`src/rtl/lsc_pkg.sv`:
```
// Shared definitions for the key-locked sequential core.
//   lsc_state_t  : control FSM states (IDLE, LOAD, RUN)
//   lsc_key_gate : one key gate bit; XOR with the key bit, inverted when
//                  the polarity bit is 1 (i.e. XNOR), so the gate is
//                  transparent exactly when key == pol.
package lsc_pkg;

  typedef enum logic [1:0] {
    IDLE = 2'd0,
    LOAD = 2'd1,
    RUN  = 2'd2
  } lsc_state_t;

  function automatic logic lsc_key_gate(input logic raw, input logic key, input logic pol);
    return raw ^ key ^ pol;
  endfunction

endpackage

```
`src/rtl/lsc_key_shift_reg.sv`:
```
// Serial key register for locked_seq_core.
//   clk      in   rising-edge clock
//   rst      in   synchronous active-high reset (clears key and count)
//   clr      in   restart a load: clears key and count
//   shift_en in   shift bit_in in as the new LSB, advance the count
//   bit_in   in   serial key bit; the first bit ends up in key[KEY_W-1]
//   key      out  current key register contents
//   done     out  combinational pulse on the shift that takes the KEY_W-th bit
module lsc_key_shift_reg #(
  parameter int unsigned KEY_W = 4
) (
  input  logic             clk,
  input  logic             rst,
  input  logic             clr,
  input  logic             shift_en,
  input  logic             bit_in,
  output logic [KEY_W-1:0] key,
  output logic             done
);

  localparam int unsigned CNT_W = $clog2(KEY_W + 1);
  localparam logic [CNT_W-1:0] LAST = CNT_W'(KEY_W - 1);

  logic [KEY_W-1:0] key_r;
  logic [CNT_W-1:0] cnt;

  assign key  = key_r;
  assign done = shift_en && (cnt == LAST);

  always_ff @(posedge clk) begin
    if (rst || clr) begin
      key_r <= '0;
      cnt   <= '0;
    end else if (shift_en) begin
      key_r <= {key_r[KEY_W-2:0], bit_in};
      // The count returns to 0 on the last bit so it never reaches KEY_W.
      cnt   <= done ? '0 : cnt + CNT_W'(1);
    end
  end

endmodule

```
`src/rtl/locked_seq_core.sv`:
```
// Key-locked sequential core.
// A STATE_W-bit feedback state machine whose next-state and output bits
// each pass through a key gate. The key is shifted in serially after
// key_start; the core only advances once a full key is held. A wrong key
// is not flagged: the core simply runs with corrupted next-state/outputs.
//   CK        in   clock, rising edge
//   RST       in   synchronous active-high reset
//   G         in   primary inputs, used only in RUN
//   key_start in   begin (or restart) a key load; aborts RUN
//   key_valid in   key_bit valid this cycle (used only in LOAD)
//   key_bit   in   serial key bit, MSB first
//   key_busy  out  1 while loading the key
//   out_valid out  1 while running
//   out       out  gated primary outputs, 0 when out_valid=0
module locked_seq_core
  import lsc_pkg::*;
#(
  parameter int unsigned         STATE_W     = 3,
  parameter int unsigned         IN_W        = 4,
  parameter int unsigned         OUT_W       = 1,
  parameter int unsigned         KEY_W       = STATE_W + OUT_W,
  parameter logic [STATE_W-1:0]  TAPS        = 3'b110,
  parameter logic [KEY_W-1:0]    KEY_POL     = 4'b1011,
  parameter logic [STATE_W-1:0]  RESET_STATE = 3'b000
) (
  input  logic             CK,
  input  logic             RST,
  input  logic [IN_W-1:0]  G,
  input  logic             key_start,
  input  logic             key_valid,
  input  logic             key_bit,
  output logic             key_busy,
  output logic             out_valid,
  output logic [OUT_W-1:0] out
);

  lsc_state_t         fsm;
  logic [STATE_W-1:0] state_r;
  logic [STATE_W-1:0] state_nxt;
  logic [KEY_W-1:0]   key_r;
  logic               shift_en;
  logic               key_done;
  logic               fb;
  logic [STATE_W-1:0] raw;

  // key_start takes priority over key_valid, so a bit presented together
  // with key_start is dropped.
  assign shift_en = (fsm == LOAD) && key_valid && !key_start;

  lsc_key_shift_reg #(
    .KEY_W (KEY_W)
  ) u_key (
    .clk      (CK),
    .rst      (RST),
    .clr      (key_start),
    .shift_en (shift_en),
    .bit_in   (key_bit),
    .key      (key_r),
    .done     (key_done)
  );

  always_comb begin
    fb        = (^(state_r & TAPS)) ^ (^G);
    raw       = {state_r[STATE_W-2:0], fb};
    state_nxt = '0;
    for (int unsigned i = 0; i < STATE_W; i++) begin
      state_nxt[i] = lsc_key_gate(raw[i], key_r[i], KEY_POL[i]);
    end
  end

  always_comb begin
    out = '0;
    if (out_valid) begin
      for (int unsigned j = 0; j < OUT_W; j++) begin
        out[j] = lsc_key_gate(~state_r[STATE_W-1-j], key_r[STATE_W+j], KEY_POL[STATE_W+j]);
      end
    end
  end

  always_ff @(posedge CK) begin
    if (RST) begin
      fsm       <= IDLE;
      state_r   <= RESET_STATE;
      key_busy  <= 1'b0;
      out_valid <= 1'b0;
    end else if (key_start) begin
      fsm       <= LOAD;
      state_r   <= RESET_STATE;
      key_busy  <= 1'b1;
      out_valid <= 1'b0;
    end else begin
      case (fsm)
        LOAD: begin
          if (key_done) begin
            fsm       <= RUN;
            key_busy  <= 1'b0;
            out_valid <= 1'b1;
          end
        end
        RUN: begin
          state_r <= state_nxt;
        end
        default: begin
        end
      endcase
    end
  end

endmodule

```
`config.mk`:
```
export PLATFORM = sky130hd
export DESIGN_NAME = locked_seq_core
export DESIGN_NICKNAME = d
export VERILOG_FILES = /design/src/rtl/lsc_pkg.sv /design/src/rtl/lsc_key_shift_reg.sv /design/src/rtl/locked_seq_core.sv
export SDC_FILE = /design/constraint.sdc
export NUM_CORES = 1
export LEC_CHECK = 0
export CELL_PAD_IN_SITES_DETAIL_PLACEMENT = 1
export CELL_PAD_IN_SITES_GLOBAL_PLACEMENT = 1
export CORE_AREA = 5 5 54 56
export CTS_BUF_LIST = sky130_fd_sc_hd__clkbuf_8
export CTS_CLUSTER_DIAMETER = 80
export DETAILED_ROUTE_END_ITERATION = 10
export DIE_AREA = 0 0 59 61
export PLACE_DENSITY = 0.56
export SLEW_MARGIN = 20
export SYNTH_ARGS = -nofsm -noshare
export SYNTH_HDL_FRONTEND = slang
export SYNTH_SLANG_ARGS = --single-unit
```
`constraint.sdc`:
```
create_clock -name CK -period 1.6 [get_ports CK]
set_clock_uncertainty 0.1 [all_clocks]
set_input_delay 0.32 -clock CK [delete_from_list [all_inputs] [get_ports CK]]
set_output_delay 0.32 -clock CK [all_outputs]
set_load 0.02 [all_outputs]
```
---- After elaboration in Yosys (flattened, before gate mapping) ----
Cells that the tools add are included.
Widths: inputs -> output; s select.
word-level totals
  register bits ........................... 13
  input port bits ......................... 9
  output and inout port bits .............. 3
operators by class
  add/sub/neg operators ................... 1
  equality and inequality tests ........... 3
  muxes and demuxes ....................... 8
  bitwise operators ....................... 9
  reductions and logical operators ........ 12
operators with widths
  cell                 number
  $mux 1               7
  $xor 1x1->1          5
  $not 1->1            4
  $reduce_and 2->1     2
  $reduce_bool 2->1    2
  $reduce_xor 4->1     1
  $add 3x1->3 const B  1
  $eq 3x2->1 const B   1
  $logic_and 1x1->1    3
  $mux 3               1
  $reduce_xor 3->1     1
  $eq 2x1->1 const B   1
  $eq 2x2->1 const B   1
  $reduce_or 2->1      1
  $logic_not 1->1      1
  $logic_or 1x1->1     1

---- Longest topological paths before layout ----
  word-level depth ........................ 7
  gate-level depth with buffers ........... 4
  depth with buffers taken out ............ 4

---- By module ----
Synthesis repeated with hierarchy kept, for this count alone.
second synthesis, totals
  cell total of the unflattened synthesis .. 55
  area, all modules ....................... 576.8 µm²
modules (own cells, without submodules)
  module             times used  cells each  area each (µm²)  sequential area each (µm²)
  lsc_key_shift_reg  1           29          292.8            140.1
  locked_seq_core    1           26          284.0            100.1

---- Worst setup path after synthesis ----
No wires, ideal clock.
  kind .................................... register to register
  start point ............................. register u_key.cnt[0]
  end point ............................... register u_key.cnt[2]
  arrival ................................. 1.190 ns
  required time ........................... 1.430 ns
  setup slack ............................. 0.239 ns
  cell stages (with the launch flop) ...... 5
  clock period less this slack ............ 1.361 ns
  cell sequence ........................... dfxtp_1 -> ha_1 -> ha_1 -> or3_1 -> a21oi_1
between the ends
  longest elaborated chain between the ends .. 3
  elaborated cells on any way between the ends .. 4
RTL lines
  what                                                                 RTL line                 text
  start, declared                                                      lsc_key_shift_reg.sv:25  logic [CNT_W-1:0] cnt;
  start signal, assigned                                               lsc_key_shift_reg.sv:37  cnt <= done ? '0 : cnt + CNT_W'(1);
  parallel branches: the longest is 2 deep, another holds $add 3x1->3  --
  $mux 3 *                                                             lsc_key_shift_reg.sv:37
Every way passes the cells marked *.
A chain may end at the register's enable or synchronous reset.

---- Worst setup path after layout ----
  start point ............................. input port G[2]
  end point ............................... register state_r[0]
between the ends
  longest elaborated chain between the ends .. 4
RTL lines
  what                        RTL line                text
  start, declared             locked_seq_core.sv:28   input logic [IN_W-1:0] G,
  $reduce_xor 4->1            locked_seq_core.sv:63   fb = (^(state_r & TAPS)) ^ (^G);
  $xor 1x1->1                 locked_seq_core.sv:63
  $xor 1x1->1                 lsc_pkg.sv:15           return raw ^ key ^ pol;
  $not 1->1 (no source line)  --
  end signal, assigned        locked_seq_core.sv:101  state_r <= state_nxt;
  end, declared               locked_seq_core.sv:38   logic [STATE_W-1:0] state_r;
No other way between the ends.

==> impl_metrics.py <==
metrics = {
    "run_status": {
        "status": "completed",
    },
    "synthesis": {
        "synth-seq-area-share_pct": 42.3,
        "netlist.area_leader.share_pct": 42.3,
        "synth_area_um2": 568,
        "ys_ff_latch": 12,
        "synth_fp_nets": 72,
        "ys_types": 21,
        "synthCells": 61,
        "synth_top_cell_by_area": "dfxtp_1",
        "syn_area_per_cell_um2": 9.31,
        "synth_area_leaders": "dfxtp_1, xnor3_1, nand2_1, a21oi_1, xor2_1",
        "synth_warnings": 0,
    },
    "drt": {
        "top_layer": "met4",
        "vias_per_cell": 4.26,
        "wirelength_um": 1290,
        "antenna_left": 0,
        "detail_route.wl_per_cell_um": 12.1,
        "wl_met1_um": 553,
        "num_vias": 456,
        "wl_met3_um": 100,
        "wl_met2_um": 617,
        "dr.pass1.iters": 4,
        "post-route-drc-count": 0,
        "drtIter0Drc": 5,
    },
    "power_and_ir_drop": {
        "swShare_pct": 19.6,
        "intPower_uw": 558,
        "clockPowerShare_pct": 47.1,
        "cellLeakagePower_uw": 0.000292,
        "power_uw": 694,
        "share_comb_of_total_power_pct": 9.0,
        "p_sw_uw": 136,
        "p_per_area_mw_per_mm2": 889,
        "p_seq_share_pct": 43.8,
        "ir_worst_vdd_mv": 0.656,
    },
    "place": {
        "placed_area_um2": 733,
        "place_ws_ps": -160,
        "gp_congestion": 0.688,
        "dp_cells": 103,
        "hpwl_um": 1000,
        "numPortBuffers": 11,
    },
    "grt": {
        "antenna_found_initial": 0,
        "overflow": 0,
        "grt_first_pass_wirelength_um": 2350,
        "grt_max_degree": 12,
        "grt_use_total_pct": 9.07,
        "first_global_vias": 523,
    },
    "floorplan": {
        "core_area_mm2": 0.00239,
        "rows": 18,
        "io_pins": 12,
        "die_w_um": 59,
        "die_y_um": 61,
        "dieArea_mm2": 0.00360,
        "initial_core_util_pct": 23.8,
    },
    "critical_path": {
        "critical_path_class": "input port to flip-flop",
        "cp.arrival_ps": 1570,
        "crit_slowest_cell": "clkdlybuf4s50_1",
        "reg2reg_slack_ps": 170,
        "critPathMaxStageDelay_ps": 470,
        "critPathLaunchType": "input port",
        "cp_cell_sequence": "clkdlybuf4s50_1 > xor2_1 > xnor3_1 > a211oi_2",
        "path_buf_inv": 1,
        "cp-end-kind": "flip-flop",
        "critical_path.top_delay_family": "XOR/XNOR gates",
        "cp_data_required_time_ps": 1670,
        "crit_fanout": 1,
    },
    "cts": {
        "cts_made_buffers": 3,
        "cts_sinks": 12,
        "cts_max_level": 1,
        "worst_skew_pair.late_latency_ps": 240,
        "cts_setup_buffers": 0,
        "cts_tree": "yes",
        "cts_buffer_depth": 2,
        "root_buffer": "clkbuf_8",
        "clkTransAtPathRegs_ps": 50,
        "holdBufCountCts": 0,
    },
    "timing": {
        "worst_pin_slew_ps": 404,
        "rsz0062_at_grt": "false",
        "timing_hold_violations_final": 0,
        "setup_viol": 0,
        "finalCriticalPeriod_ps": 1500,
        "slew_headroom_pct": 73.0,
        "fmaxAchievable_mhz": 666,
        "worst_slack_ps": 98.5,
        "period_share_pct": 93.8,
        "slew_viol_final": 0,
    },
    "flow_run": {
        "cap_violations": 0,
    },
    "layout": {
        "syn_to_final_growth_pct": 37.4,
        "final_cell_mix": "dfxtp_1, nand2_1, a21oi_1, clkdlybuf4s50_1, nor2_1",
        "final_common_cell": "dfxtp_1",
        "n_antenna_cell": 0,
        "design_area_um2": 781,
        "final_util_pct": 32.7,
        "drive_gt1_share_pct": 14.3,
        "stdcell_count": 107,
        "nNetsFinal": 89,
    },
    "hold_path": {
        "hold_path.class": "flip-flop to flip-flop",
    },
}
[metal layers]
layer,up-vias,GRT usage (%)
li1,236,-
met1,207,9.40
met2,10,14.7
met3,3,4.68
met4,0,5.50
met5,-,0
[state kept, by name, summed over array words and instances (netlist names)]
name	count
u_key.cnt	3
state_r	3
fsm	2
u_key.key	4
[through the flow]
step                TNS [ps]  hold slack [ps]
global placement        -423              342
floorplan                  0              293
global route               0              395
CTS                        0              363
detailed placement      -587              356
finish                     0              364
[kinds of logic (layout without fill, tap and decap cells)]
group	Yosys count	after routing	share of synthesized area [%]
AOI/OAI and AO/OA	11	11	11.9
and+or+nand+nor	24	24	21.1
muxes	1	1	1.76
adders and majority gates	2	2	4.40
xor gates and xnor gates	7	7	15.6
buffers and inverters	4	20	2.86
DFF	12	12	42.3
[area by class of cell]
type                       instances  area (µm²)
fill                             294        1610
multi-input combinational         45         312
sequential                        12         240
timing repair buffer              15         133
clock buffer                       4        55.1
tap                               30        37.5
inverter                           1        3.75
[power groups by stage]
stage / Sequential, µW / Combinational (µW) / Clock [µW]
finish: 304 / 62.5 / 327
CTS: 304 / 63.6 / 346
detailed placement: 311 / 64.6 / 0
global route: 305 / 67.8 / 362
global placement: 311 / 63.6 / 0
floorplan: 312 / 29.8 / 0
[worst reg2reg max path, cell delays in order (launching register included)]
cell	delay, ps
dfxtp_1	330
ha_1	200
ha_1	270
or3_1	340
a21oi_1	130
[worst paths after layout]
check	end	depth (start not counted)	from
max reg2reg	u_key.cnt[2]	4	u_key.cnt[0]
min	u_key.key[3]	2	u_key.key[3]
min reg2reg	u_key.key[3]	2	u_key.key[3]
max	state_r[0]	4	G[2]
[repair_timing]
| item | in CTS | in global routing |
|---|---|---|
| setup endpoints to repair | 3 | 1 |
| gates cloned | 0 | 0 |
| gates resized for setup | 5 | 1 |
[Yosys cell counts]
master and count:
nand4bb_1 1, xor2_1 3, nand2_1 11, or3_1 2
xnor2_1 2, or2_2 1, a211oi_1 2, xnor3_1 2
buf_2 1, nor4bb_1 1, dfxtp_1 12, ha_1 2
mux2i_1 1, and2_1 1, a21oi_1 8, nand3b_1 1
nor2b_1 1, inv_1 1, nor2_1 5, a211oi_2 1
clkbuf_1 2
Power figures use the tool's default switching activity.
